`config.mk`:
```
export PLATFORM = sky130hd
export DESIGN_NAME = toggle_cover_gen_flat
export DESIGN_NICKNAME = d
export VERILOG_FILES = /design/src/rtl/toggle_cover_gen_pkg.sv /design/src/rtl/toggle_cover_gen_if.sv /design/src/rtl/toggle_cover_gen_tracker.sv /design/src/rtl/toggle_cover_gen.sv /design/src/flat_wrapper.sv
export SDC_FILE = /design/constraint.sdc
export NUM_CORES = 1
export LEC_CHECK = 0
export ABC_AREA = 1
export CORE_UTILIZATION = 50
export CTS_CLUSTER_DIAMETER = 120
export CTS_CLUSTER_SIZE = 8
export DETAILED_ROUTE_END_ITERATION = 7
export DONT_BUFFER_PORTS = 1
export MAX_ROUTING_LAYER = met4
export SLEW_MARGIN = 15
export SYNTH_ARGS = -nofsm -noshare
export SYNTH_HDL_FRONTEND = slang
export SYNTH_SLANG_ARGS = --single-unit
export TNS_END_PERCENT = 30
```
`constraint.sdc`:
```
create_clock -name clock -period 8.2 [get_ports clock]
set_input_delay 0.41 -clock clock [delete_from_list [all_inputs] [get_ports clock]]
set_output_delay 0.41 -clock clock [all_outputs]
set_load 0.02 [all_outputs]
```
`src/rtl/toggle_cover_gen_pkg.sv`:
```
// Shared sizing and helpers for the toggle coverage event generator.
// Default monitored width, count-width helper and a fixed-span popcount.
package toggle_cover_pkg;

  localparam int DEFAULT_WIDTH = 23;
  // Widest bundle the popcount helper can count; WIDTH must not exceed it.
  localparam int POP_MAX_W = 256;

  function automatic int cnt_w(input int width);
    return $clog2(width + 1);
  endfunction

  function automatic int popcount(input logic [POP_MAX_W-1:0] v);
    int n;
    n = 0;
    for (int i = 0; i < POP_MAX_W; i++) begin
      n += int'(v[i]);
    end
    return n;
  endfunction

endpackage

```
`src/rtl/toggle_cover_gen_if.sv`:
```
// Signal bundle between the stimulus side and the toggle coverage generator.
// master drives sig/sample_en/clear; slave (the generator) drives the reports.
interface toggle_cover_gen_if
  import toggle_cover_pkg::*;
#(
  parameter int WIDTH = DEFAULT_WIDTH,
  parameter int CNT_W = cnt_w(WIDTH)
);

  logic [WIDTH-1:0] sig;
  logic             sample_en;
  logic             clear;
  logic [WIDTH-1:0] valid;
  logic [WIDTH-1:0] covered;
  logic [CNT_W-1:0] covered_count;
  logic             all_covered;

  modport master (
    output sig, sample_en, clear,
    input  valid, covered, covered_count, all_covered
  );

  modport slave (
    input  sig, sample_en, clear,
    output valid, covered, covered_count, all_covered
  );

endinterface

```
`src/rtl/toggle_cover_gen_tracker.sv`:
```
// One monitored bit: edge flags, completion pulse one cycle after the completing edge, sticky covered; no backpressure.
// TOGGLE_ONESHOT_EN: suppress further pulses once the bit is covered.
module toggle_bit_tracker (
  input  logic clock,
  input  logic reset,
  input  logic sig,
  input  logic armed,
  input  logic sample_en,
  input  logic clear,
  output logic valid,
  output logic covered
);

  logic prev;
  logic rise;
  logic fall;
  logic r;
  logic f;
  logic done;
  logic report;

  always_comb begin
    r    = armed & sample_en & ~prev & sig;
    f    = armed & sample_en & prev & ~sig;
    done = (rise | r) & (fall | f);
`ifdef TOGGLE_ONESHOT_EN
    report = done & ~covered;
`else
    report = done;
`endif
  end

  // While unarmed, rise/fall are already clear and r/f are forced low, so the
  // armed path below doubles as the arming load of prev.
  always_ff @(posedge clock or negedge reset) begin
    if (!reset) begin
      prev    <= 1'b0;
      rise    <= 1'b0;
      fall    <= 1'b0;
      covered <= 1'b0;
      valid   <= 1'b0;
    end else if (clear) begin
      rise    <= 1'b0;
      fall    <= 1'b0;
      covered <= 1'b0;
      valid   <= 1'b0;
    end else begin
      prev <= sig;
      if (done) begin
        valid   <= report;
        covered <= 1'b1;
        rise    <= 1'b0;
        fall    <= 1'b0;
      end else begin
        valid <= 1'b0;
        rise  <= rise | r;
        fall  <= fall | f;
      end
    end
  end

endmodule

```
`src/rtl/toggle_cover_gen.sv`:
```
// Toggle-event generator: per-bit rise+fall completion pulses (valid one cycle after the edge, count one more), no backpressure.
// TOGGLE_ONESHOT_EN limits each bit to a single pulse until clear or reset.
module toggle_cover_gen
  import toggle_cover_pkg::*;
#(
  parameter int WIDTH = DEFAULT_WIDTH,
  parameter int CNT_W = cnt_w(WIDTH)
) (
  input  logic              clock,
  input  logic              reset,
  toggle_cover_gen_if.slave bus
);

  logic             armed;
  logic [WIDTH-1:0] valid_w;
  logic [WIDTH-1:0] covered_w;
  logic [CNT_W-1:0] count_q;

  for (genvar i = 0; i < WIDTH; i++) begin : g_bit
    toggle_bit_tracker u_trk (
      .clock     (clock),
      .reset     (reset),
      .sig       (bus.sig[i]),
      .armed     (armed),
      .sample_en (bus.sample_en),
      .clear     (bus.clear),
      .valid     (valid_w[i]),
      .covered   (covered_w[i])
    );
  end

  // The first edge out of reset or clear only arms; the trackers load prev then.
  always_ff @(posedge clock or negedge reset) begin
    if (!reset) begin
      armed <= 1'b0;
    end else begin
      armed <= ~bus.clear;
    end
  end

  always_ff @(posedge clock or negedge reset) begin
    if (!reset) begin
      count_q <= '0;
    end else if (bus.clear) begin
      count_q <= '0;
    end else begin
      count_q <= CNT_W'(popcount(POP_MAX_W'(covered_w)));
    end
  end

  assign bus.valid         = valid_w;
  assign bus.covered       = covered_w;
  assign bus.covered_count = count_q;
  assign bus.all_covered   = (count_q == CNT_W'(WIDTH));

endmodule

```
`src/flat_wrapper.sv`:
```
// flat-port wrapper written by rule: the top's interface ports become plain ports
module toggle_cover_gen_flat import toggle_cover_pkg::*;
#(
  parameter int WIDTH = DEFAULT_WIDTH,
  parameter int CNT_W = cnt_w(WIDTH)
)
  (clock, reset, bus_sig, bus_sample_en, bus_clear, bus_valid, bus_covered, bus_covered_count, bus_all_covered);
  toggle_cover_gen_if #(.WIDTH(WIDTH), .CNT_W(CNT_W)) bus_i ();
  input  logic clock;
  input  logic reset;
  input wire logic [$bits(bus_i.sig)-1:0] bus_sig;
  input wire logic [$bits(bus_i.sample_en)-1:0] bus_sample_en;
  input wire logic [$bits(bus_i.clear)-1:0] bus_clear;
  output wire logic [$bits(bus_i.valid)-1:0] bus_valid;
  output wire logic [$bits(bus_i.covered)-1:0] bus_covered;
  output wire logic [$bits(bus_i.covered_count)-1:0] bus_covered_count;
  output wire logic [$bits(bus_i.all_covered)-1:0] bus_all_covered;
  assign bus_i.sig = bus_sig;
  assign bus_i.sample_en = bus_sample_en;
  assign bus_i.clear = bus_clear;
  assign bus_valid = bus_i.valid;
  assign bus_covered = bus_i.covered;
  assign bus_covered_count = bus_i.covered_count;
  assign bus_all_covered = bus_i.all_covered;
  toggle_cover_gen #(.WIDTH(WIDTH), .CNT_W(CNT_W)) u_core (.clock(clock), .reset(reset), .bus(bus_i));
endmodule
```
# Word level (Yosys, flattened, before mapping)
# Index checks and enable logic that the tools add are counted.
dict set report word_totals {
  ff_bits 121
  inputBits 27
  elab_cells 557
}
dict set report classes {
  addsub 22
  muxes 185
  reduce_logical 23
  eq_ne 1
  bitwise 209
}
# op n
set ops {}
lappend ops {{1-bit two-way mux} 184}
lappend ops {{1-bit bitwise AND} 116}
lappend ops {{5-bit by 2-bit adder with 5-bit output} 21}
lappend ops {{1-bit inverter} 47}
lappend ops {{1-bit bitwise OR} 46}
lappend ops {{2-bit nonzero test} 23}
lappend ops {{5-bit == test, second input constant} 1}
lappend ops {{5-bit two-way mux} 1}
lappend ops {{1-bit by 1-bit adder with 2-bit output} 1}

# Logic depth before layout (Yosys ltp)
dict set report logic_depth {
  word_depth 23
  depth_mapped 15
  mapped_depth_nobuf 15
}

# By module
# Synthesis repeated with hierarchy kept, for this count alone.
dict set report hier_totals {
  cells_unflattened 656
  hier_area_um2 6049.6
}
# module seq_area_each_um2 cells_per_inst area_per_inst_um2 n_inst
set modules_own_cells {}
lappend modules_own_cells {toggle_bit_tracker 125.1 25 230.2 23}
lappend modules_own_cells {toggle_cover_gen 150.1 81 754.5 1}

# Worst setup path before layout
# Ideal clock, no wire load.
dict set report synth_path {
  kind {register to register}
  startpoint {reg u_core.g_bit[1].u_trk.covered}
  endpoint {reg u_core.count_q[4] (netlist: u_core.bus.covered_count[4])}
  setup_time_ps 126
  required_time_ps 8074
  synth_period_minus_slack_ps 4096
  arrival_time_ps 3970
  stages_incl_launch_ff 15
  setup_slack_ps 4104
  n_path_buf 0
  path_cell_list {dfrtp_1 -> ha_1 -> inv_1 -> fa_1 -> fa_1 -> fa_1 -> fa_1 -> fa_1 -> inv_1 -> ha_1 -> fa_1 -> nand2_1 -> inv_1 -> o21ai_0 -> a21oi_1}
}
dict set report synth_between {
  elab_chain_cells 23
}
# element line
set synth_rtl {}
lappend synth_rtl {{from (decl)} toggle_cover_gen_tracker.sv:11} ;# output logic covered
lappend synth_rtl {{from (signal assigned)} toggle_cover_gen_tracker.sv:40} ;# covered <= 1'b0;
lappend synth_rtl {{from (signal assigned)} toggle_cover_gen_tracker.sv:45} ;# covered <= 1'b0;
lappend synth_rtl {{from (signal assigned)} toggle_cover_gen_tracker.sv:51} ;# covered <= 1'b1;
lappend synth_rtl {{1-bit by 1-bit adder with 2-bit output} toggle_cover_gen_pkg.sv:17} ;# n += int'(v[i]);
lappend synth_rtl {{5-bit by 2-bit adder with 5-bit output (21 in series)} toggle_cover_gen_pkg.sv:17}
lappend synth_rtl {{5-bit two-way mux} toggle_cover_gen.sv:44} ;# end else if (bus.clear) begin
lappend synth_rtl {{to (signal assigned)} toggle_cover_gen.sv:47} ;# count_q <= CNT_W'(popcount(POP_MAX_W'(covered_w)));
lappend synth_rtl {{to (decl)} toggle_cover_gen.sv:17} ;# logic [CNT_W-1:0] count_q;
# No other way between the ends.
# A chain may end at the register's enable or synchronous reset.

# Worst setup path after layout
dict set report layout_path {
  startpoint {reg u_core.g_bit[0].u_trk.covered}
  endpoint {reg u_core.count_q[4] (netlist: u_core.bus.covered_count[4])}
}
dict set report layout_between {
  elab_chain_cells 23
}
# element line
set layout_rtl {}
lappend layout_rtl {{from (decl)} toggle_cover_gen_tracker.sv:11}
lappend layout_rtl {{from (signal assigned)} toggle_cover_gen_tracker.sv:40}
lappend layout_rtl {{from (signal assigned)} toggle_cover_gen_tracker.sv:45}
lappend layout_rtl {{from (signal assigned)} toggle_cover_gen_tracker.sv:51}
lappend layout_rtl {{1-bit by 1-bit adder with 2-bit output} toggle_cover_gen_pkg.sv:17}
lappend layout_rtl {{5-bit by 2-bit adder with 5-bit output (21 in series)} toggle_cover_gen_pkg.sv:17}
lappend layout_rtl {{5-bit two-way mux} toggle_cover_gen.sv:44}
# No other way between the ends.

==> run_summary.xml <==
<?xml version="1.0" encoding="UTF-8"?>
<metrics>
  <group name="run_status">
    <metric name="run_status" unit="">finished, final reports clean</metric>
  </group>
  <group name="timing">
    <metric name="final_max_slew_viol_count" unit="">0</metric>
    <metric name="achievable-frequency" unit="MHz">227</metric>
    <metric name="timing.final.crit_share" unit="">0.536</metric>
    <metric name="report.final.hold_viol_count" unit="">0</metric>
    <metric name="timing_worst_slew_pin_value" unit="ns">0.867</metric>
    <metric name="final.setup_skew" unit="ns">0.00716</metric>
    <metric name="post-route-min-period" unit="ns">4.40</metric>
    <metric name="report.final.setup_viol" unit="">0</metric>
    <metric name="unrepaired_setup_endpoints_after_global_routing" unit="">no</metric>
    <metric name="whs" unit="ns">0.0494</metric>
    <metric name="max-slew-margin-rel" unit="">0.422</metric>
    <metric name="finalSetupTns" unit="ns">0</metric>
  </group>
  <group name="route">
    <metric name="vias_per_cell" unit="">4.82</metric>
    <metric name="wl_per_cell" unit="um">14.1</metric>
    <metric name="post-route-drc-count" unit="">0</metric>
    <metric name="routed_wirelength" unit="mm">10.8</metric>
    <metric name="dr.pass1.iters" unit="">4</metric>
    <metric name="ant_nets" unit="">0</metric>
    <metric name="detail_route.iter0.violations" unit="">227</metric>
    <metric name="dr_total_vias" unit="">3697</metric>
  </group>
  <group name="critical_path">
    <metric name="critPathCaptureType" unit="">register</metric>
    <metric name="regToRegStartpoint" unit="">u_core.g_bit[0].u_trk.covered</metric>
    <metric name="ff2ff_path_depth" unit="">14</metric>
    <metric name="critPathMaxStageDelay" unit="ns">0.55</metric>
    <metric name="worst_ep_required_time" unit="ns">8.50</metric>
    <metric name="crit_chain" unit="">ha_1, inv_1, fa_1, fa_1, fa_1, fa_1, fa_1, inv_1, ha_1, fa_1, nand2_1, inv_1, o21ai_0, a21oi_1</metric>
    <metric name="cp_data_arrival_time" unit="ns">4.70</metric>
    <metric name="critical_path_fanout_max" unit="">3</metric>
    <metric name="timing.critical_path.slowest_stage_cell" unit="">sky130_fd_sc_hd__fa_1</metric>
    <metric name="worstSetupStartpointType" unit="">register</metric>
    <metric name="reg2reg_slack" unit="ns">3.80</metric>
    <metric name="critical_path_s_top_delay_family" unit="">adder cells</metric>
    <metric name="path_buf_inv" unit="">3</metric>
    <metric name="timing.critical_path.mode_cell" unit="">sky130_fd_sc_hd__fa_1</metric>
    <metric name="regToRegEndpoint" unit="">u_core.bus.covered_count[4]</metric>
    <metric name="worstSetupPathType" unit="">register to register</metric>
    <metric name="worstSetupStartpoint" unit="">u_core.g_bit[0].u_trk.covered</metric>
  </group>
  <group name="floorplanning">
    <metric name="placementRows" unit="">39</metric>
    <metric name="fp.dieArea" unit="sq um">12100</metric>
    <metric name="io_pins" unit="">79</metric>
    <metric name="initial_utilization" unit="">0.513</metric>
    <metric name="chipWidth" unit="um">110</metric>
    <metric name="core_region_area" unit="sq um">11400</metric>
    <metric name="floorplan.die.height" unit="um">110</metric>
  </group>
  <group name="synthesis">
    <metric name="netlist.area_leader.share" unit="">0.519</metric>
    <metric name="synth_nets" unit="">704</metric>
    <metric name="synthTopCellsByCount" unit="">sky130_fd_sc_hd__nand2_1 (182), sky130_fd_sc_hd__dfrtp_1 (121), sky130_fd_sc_hd__inv_1 (102), sky130_fd_sc_hd__nor2_1 (73), sky130_fd_sc_hd__buf_4 (46)</metric>
    <metric name="post_synth_xor_area_fraction" unit="">0</metric>
    <metric name="synth_cell_type_count" unit="">20</metric>
    <metric name="synth-seq-cells" unit="">121</metric>
    <metric name="compound_cell_area_share_of_the_yosys_netlist" unit="">0.0657</metric>
    <metric name="synthesis.area" unit="sq um">5830</metric>
    <metric name="edff_count_synth" unit="">0</metric>
    <metric name="synth.top_cells.by_area" unit="">sky130_fd_sc_hd__dfrtp_1 (52%), sky130_fd_sc_hd__nand2_1 (12%), sky130_fd_sc_hd__inv_1 (6.6%), sky130_fd_sc_hd__buf_4 (5.9%), sky130_fd_sc_hd__fa_1 (5.5%)</metric>
    <metric name="synth.avg_cell_area" unit="sq um">8.93</metric>
    <metric name="synthesis.instances" unit="">653</metric>
    <metric name="synth-adder-area-share" unit="">0.0721</metric>
    <metric name="mux_share_of_post_synthesis_cell_area" unit="">0</metric>
    <metric name="synth.largest_area_cell" unit="">sky130_fd_sc_hd__dfrtp_1</metric>
    <metric name="main_combinational_cell_family_by_area_after_synthesis" unit="">simple AND/OR/NAND/NOR gates</metric>
    <metric name="yosys.area_share.simple" unit="">0.195</metric>
    <metric name="yosys_warnings" unit="">0</metric>
    <metric name="synth_most_common_cell" unit="">sky130_fd_sc_hd__nand2_1</metric>
    <metric name="synth_flop_cell" unit="">sky130_fd_sc_hd__dfrtp_1</metric>
    <metric name="async_reset_ff_frac" unit="">1.00</metric>
    <metric name="synth.yosys.seq_area_share" unit="">0.519</metric>
  </group>
  <group name="hold_path">
    <metric name="worst_hold_path_type" unit="">primary input to register</metric>
    <metric name="hp-start" unit="">bus_clear</metric>
    <metric name="worstHoldPathCells" unit="">1</metric>
    <metric name="timing.hold.worst_endpoint" unit="">u_core.bus.covered_count[1]</metric>
  </group>
  <group name="power_and_ir_drop">
    <metric name="power.total" unit="mW">1.57</metric>
    <metric name="power-per-cell-area" unit="nW/um^2">251</metric>
    <metric name="cellLeakagePower" unit="nW">3.59</metric>
    <metric name="vdd.ir_drop.worst" unit="V">0.000199</metric>
  </group>
  <group name="cts">
    <metric name="htree_levels" unit="">4</metric>
    <metric name="cts-buffers-inserted" unit="">17</metric>
    <metric name="cts_tree" unit="">done</metric>
    <metric name="cts.root.buffer_cell" unit="">sky130_fd_sc_hd__clkbuf_16</metric>
    <metric name="cts_buffer_depth" unit="">2</metric>
    <metric name="post_cts_resized" unit="">0</metric>
    <metric name="clkSlewWorstSetupHoldPaths" unit="ns">0.06</metric>
    <metric name="clock_sink_count" unit="">121</metric>
    <metric name="clkLatencyLatePin" unit="ns">0.42</metric>
  </group>
  <group name="finish">
    <metric name="sequential_cell_area" unit="sq um">3030</metric>
    <metric name="design.final.nets" unit="">662</metric>
    <metric name="multiInputGateArea" unit="sq um">1940</metric>
    <metric name="drive_above_1_share" unit="">0.101</metric>
    <metric name="finish.utilization" unit="">0.551</metric>
    <metric name="area_growth" unit="%">7.38</metric>
    <metric name="fillers" unit="">1044</metric>
    <metric name="ant_diodes" unit="">0</metric>
  </group>
  <group name="global_routing">
    <metric name="pin_count_of_the_biggest_net_entering_global_routing" unit="">122</metric>
    <metric name="grt_util_all_layers" unit="">0.203</metric>
    <metric name="first_global_vias" unit="">3502</metric>
    <metric name="initial_antenna_violation_count" unit="">0</metric>
    <metric name="grt_pass1_wl" unit="mm">17.2</metric>
    <metric name="grt_overflow_total" unit="">0</metric>
  </group>
  <group name="run">
    <metric name="max-cap-violations" unit="">0</metric>
  </group>
  <group name="placement">
    <metric name="io_buffers" unit="">0</metric>
    <metric name="detailed_place_hpwl" unit="mm">7.14</metric>
    <metric name="gp_congestion" unit="">0.793</metric>
  </group>
</metrics>
[worst reg2reg max path, stage by stage, from the launching register on]
cell                      delay [ns]
sky130_fd_sc_hd__dfrtp_1        0.48
sky130_fd_sc_hd__ha_1           0.32
sky130_fd_sc_hd__inv_1          0.05
sky130_fd_sc_hd__fa_1           0.45
sky130_fd_sc_hd__fa_1           0.51
sky130_fd_sc_hd__fa_1           0.55
sky130_fd_sc_hd__fa_1           0.44
sky130_fd_sc_hd__fa_1           0.49
sky130_fd_sc_hd__inv_1          0.04
sky130_fd_sc_hd__ha_1           0.20
sky130_fd_sc_hd__fa_1           0.39
sky130_fd_sc_hd__nand2_1        0.08
sky130_fd_sc_hd__inv_1          0.04
sky130_fd_sc_hd__o21ai_0        0.17
sky130_fd_sc_hd__a21oi_1        0.08
[where the power goes]
| part | leakage, nW | switching, mW | internal (mW) |
|---|---|---|---|
| Clock | 0.323 | 0.265 | 0.575 |
| Combinational | 1.63 | 0.0669 | 0.0290 |
| Sequential | 1.64 | 0.0127 | 0.620 |
[flip-flops by register name, indices dropped and copies added, names as in the netlist]
register and cells:
u_core.armed 1, u_core.bus.covered_count 5, u_core.g_bit.u_trk.covered 23, u_core.g_bit.u_trk.fall 23, u_core.g_bit.u_trk.prev 23, u_core.g_bit.u_trk.rise 23, u_core.g_bit.u_trk.valid 23
[metrics by stage]
step | instances | instance area, sq um | worst slack, ns
3_3_place_gp | 733 | 5560 | 3.87
2_1_floorplan | 653 | 5830 | 4.10
3_5_place_dp | 733 | 5560 | 3.80
4_1_cts | 767 | 6260 | 3.79
5_1_grt | 767 | 6260 | 3.54
6_report | 767 | 6260 | 3.80
[cell families after synthesis]
| family | Yosys count |
|---|---|
| simple gates | 289 |
| buf+inv | 169 |
| flops | 121 |
| compound gates | 50 |
| fa+ha+maj | 24 |
[layer usage]
layer  vias to the layer above  share of wire  GRT usage
met5                         -              0          -
met4                         0          0.017     0.0914
met3                        14          0.062     0.0747
met2                        84           0.49      0.310
met1                      1777           0.43      0.240
li1                       1822              -          -
[area by class of cell]
class                           count  area share
Sequential cell                   121       0.484
Inverter                          104      0.0631
Multi-Input combinational cell    363       0.310
Tap cell                          143      0.0286
Clock buffer                       19      0.0707
Timing Repair Buffer                4     0.00839
Clock inverter                     13      0.0358
[cells in the final DEF (no fill, tap or decap), types with 4 or more instances in the layout]
| cell | Yosys | routed |
|---|---|---|
| sky130_fd_sc_hd__bufinv_16 | 0 | 6 |
| sky130_fd_sc_hd__clkbuf_16 | 0 | 17 |
| sky130_fd_sc_hd__clkinv_2 | 0 | 4 |
| sky130_fd_sc_hd__dfrtp_1 | 121 | 121 |
| sky130_fd_sc_hd__fa_1 | 16 | 16 |
| sky130_fd_sc_hd__ha_1 | 8 | 8 |
| sky130_fd_sc_hd__inv_1 | 102 | 102 |
| sky130_fd_sc_hd__nand2_1 | 182 | 182 |
| sky130_fd_sc_hd__nand2_2 | 7 | 7 |
| sky130_fd_sc_hd__nand3_1 | 25 | 25 |
| sky130_fd_sc_hd__nor2_1 | 73 | 73 |
| sky130_fd_sc_hd__o21ai_0 | 18 | 18 |
| sky130_fd_sc_hd__o21ai_1 | 6 | 6 |
| sky130_fd_sc_hd__o21bai_2 | 20 | 20 |
[worst max-delay path by stage]
stage,cells after the start,endpoint
2_1_floorplan,14,u_core.bus.covered_count[4]
3_3_place_gp,14,u_core.bus.covered_count[4]
3_5_place_dp,14,u_core.bus.covered_count[4]
4_1_cts,14,u_core.bus.covered_count[4]
5_1_grt,14,u_core.bus.covered_count[4]
6_report,14,u_core.bus.covered_count[4]
[repair_timing]
item                      4_1_cts  5_1_grt
setup buffers                   0        0
hold endpoints to repair      121        0
hold buffers                    2        0
Note: power is estimated with default switching activity, not from simulation.
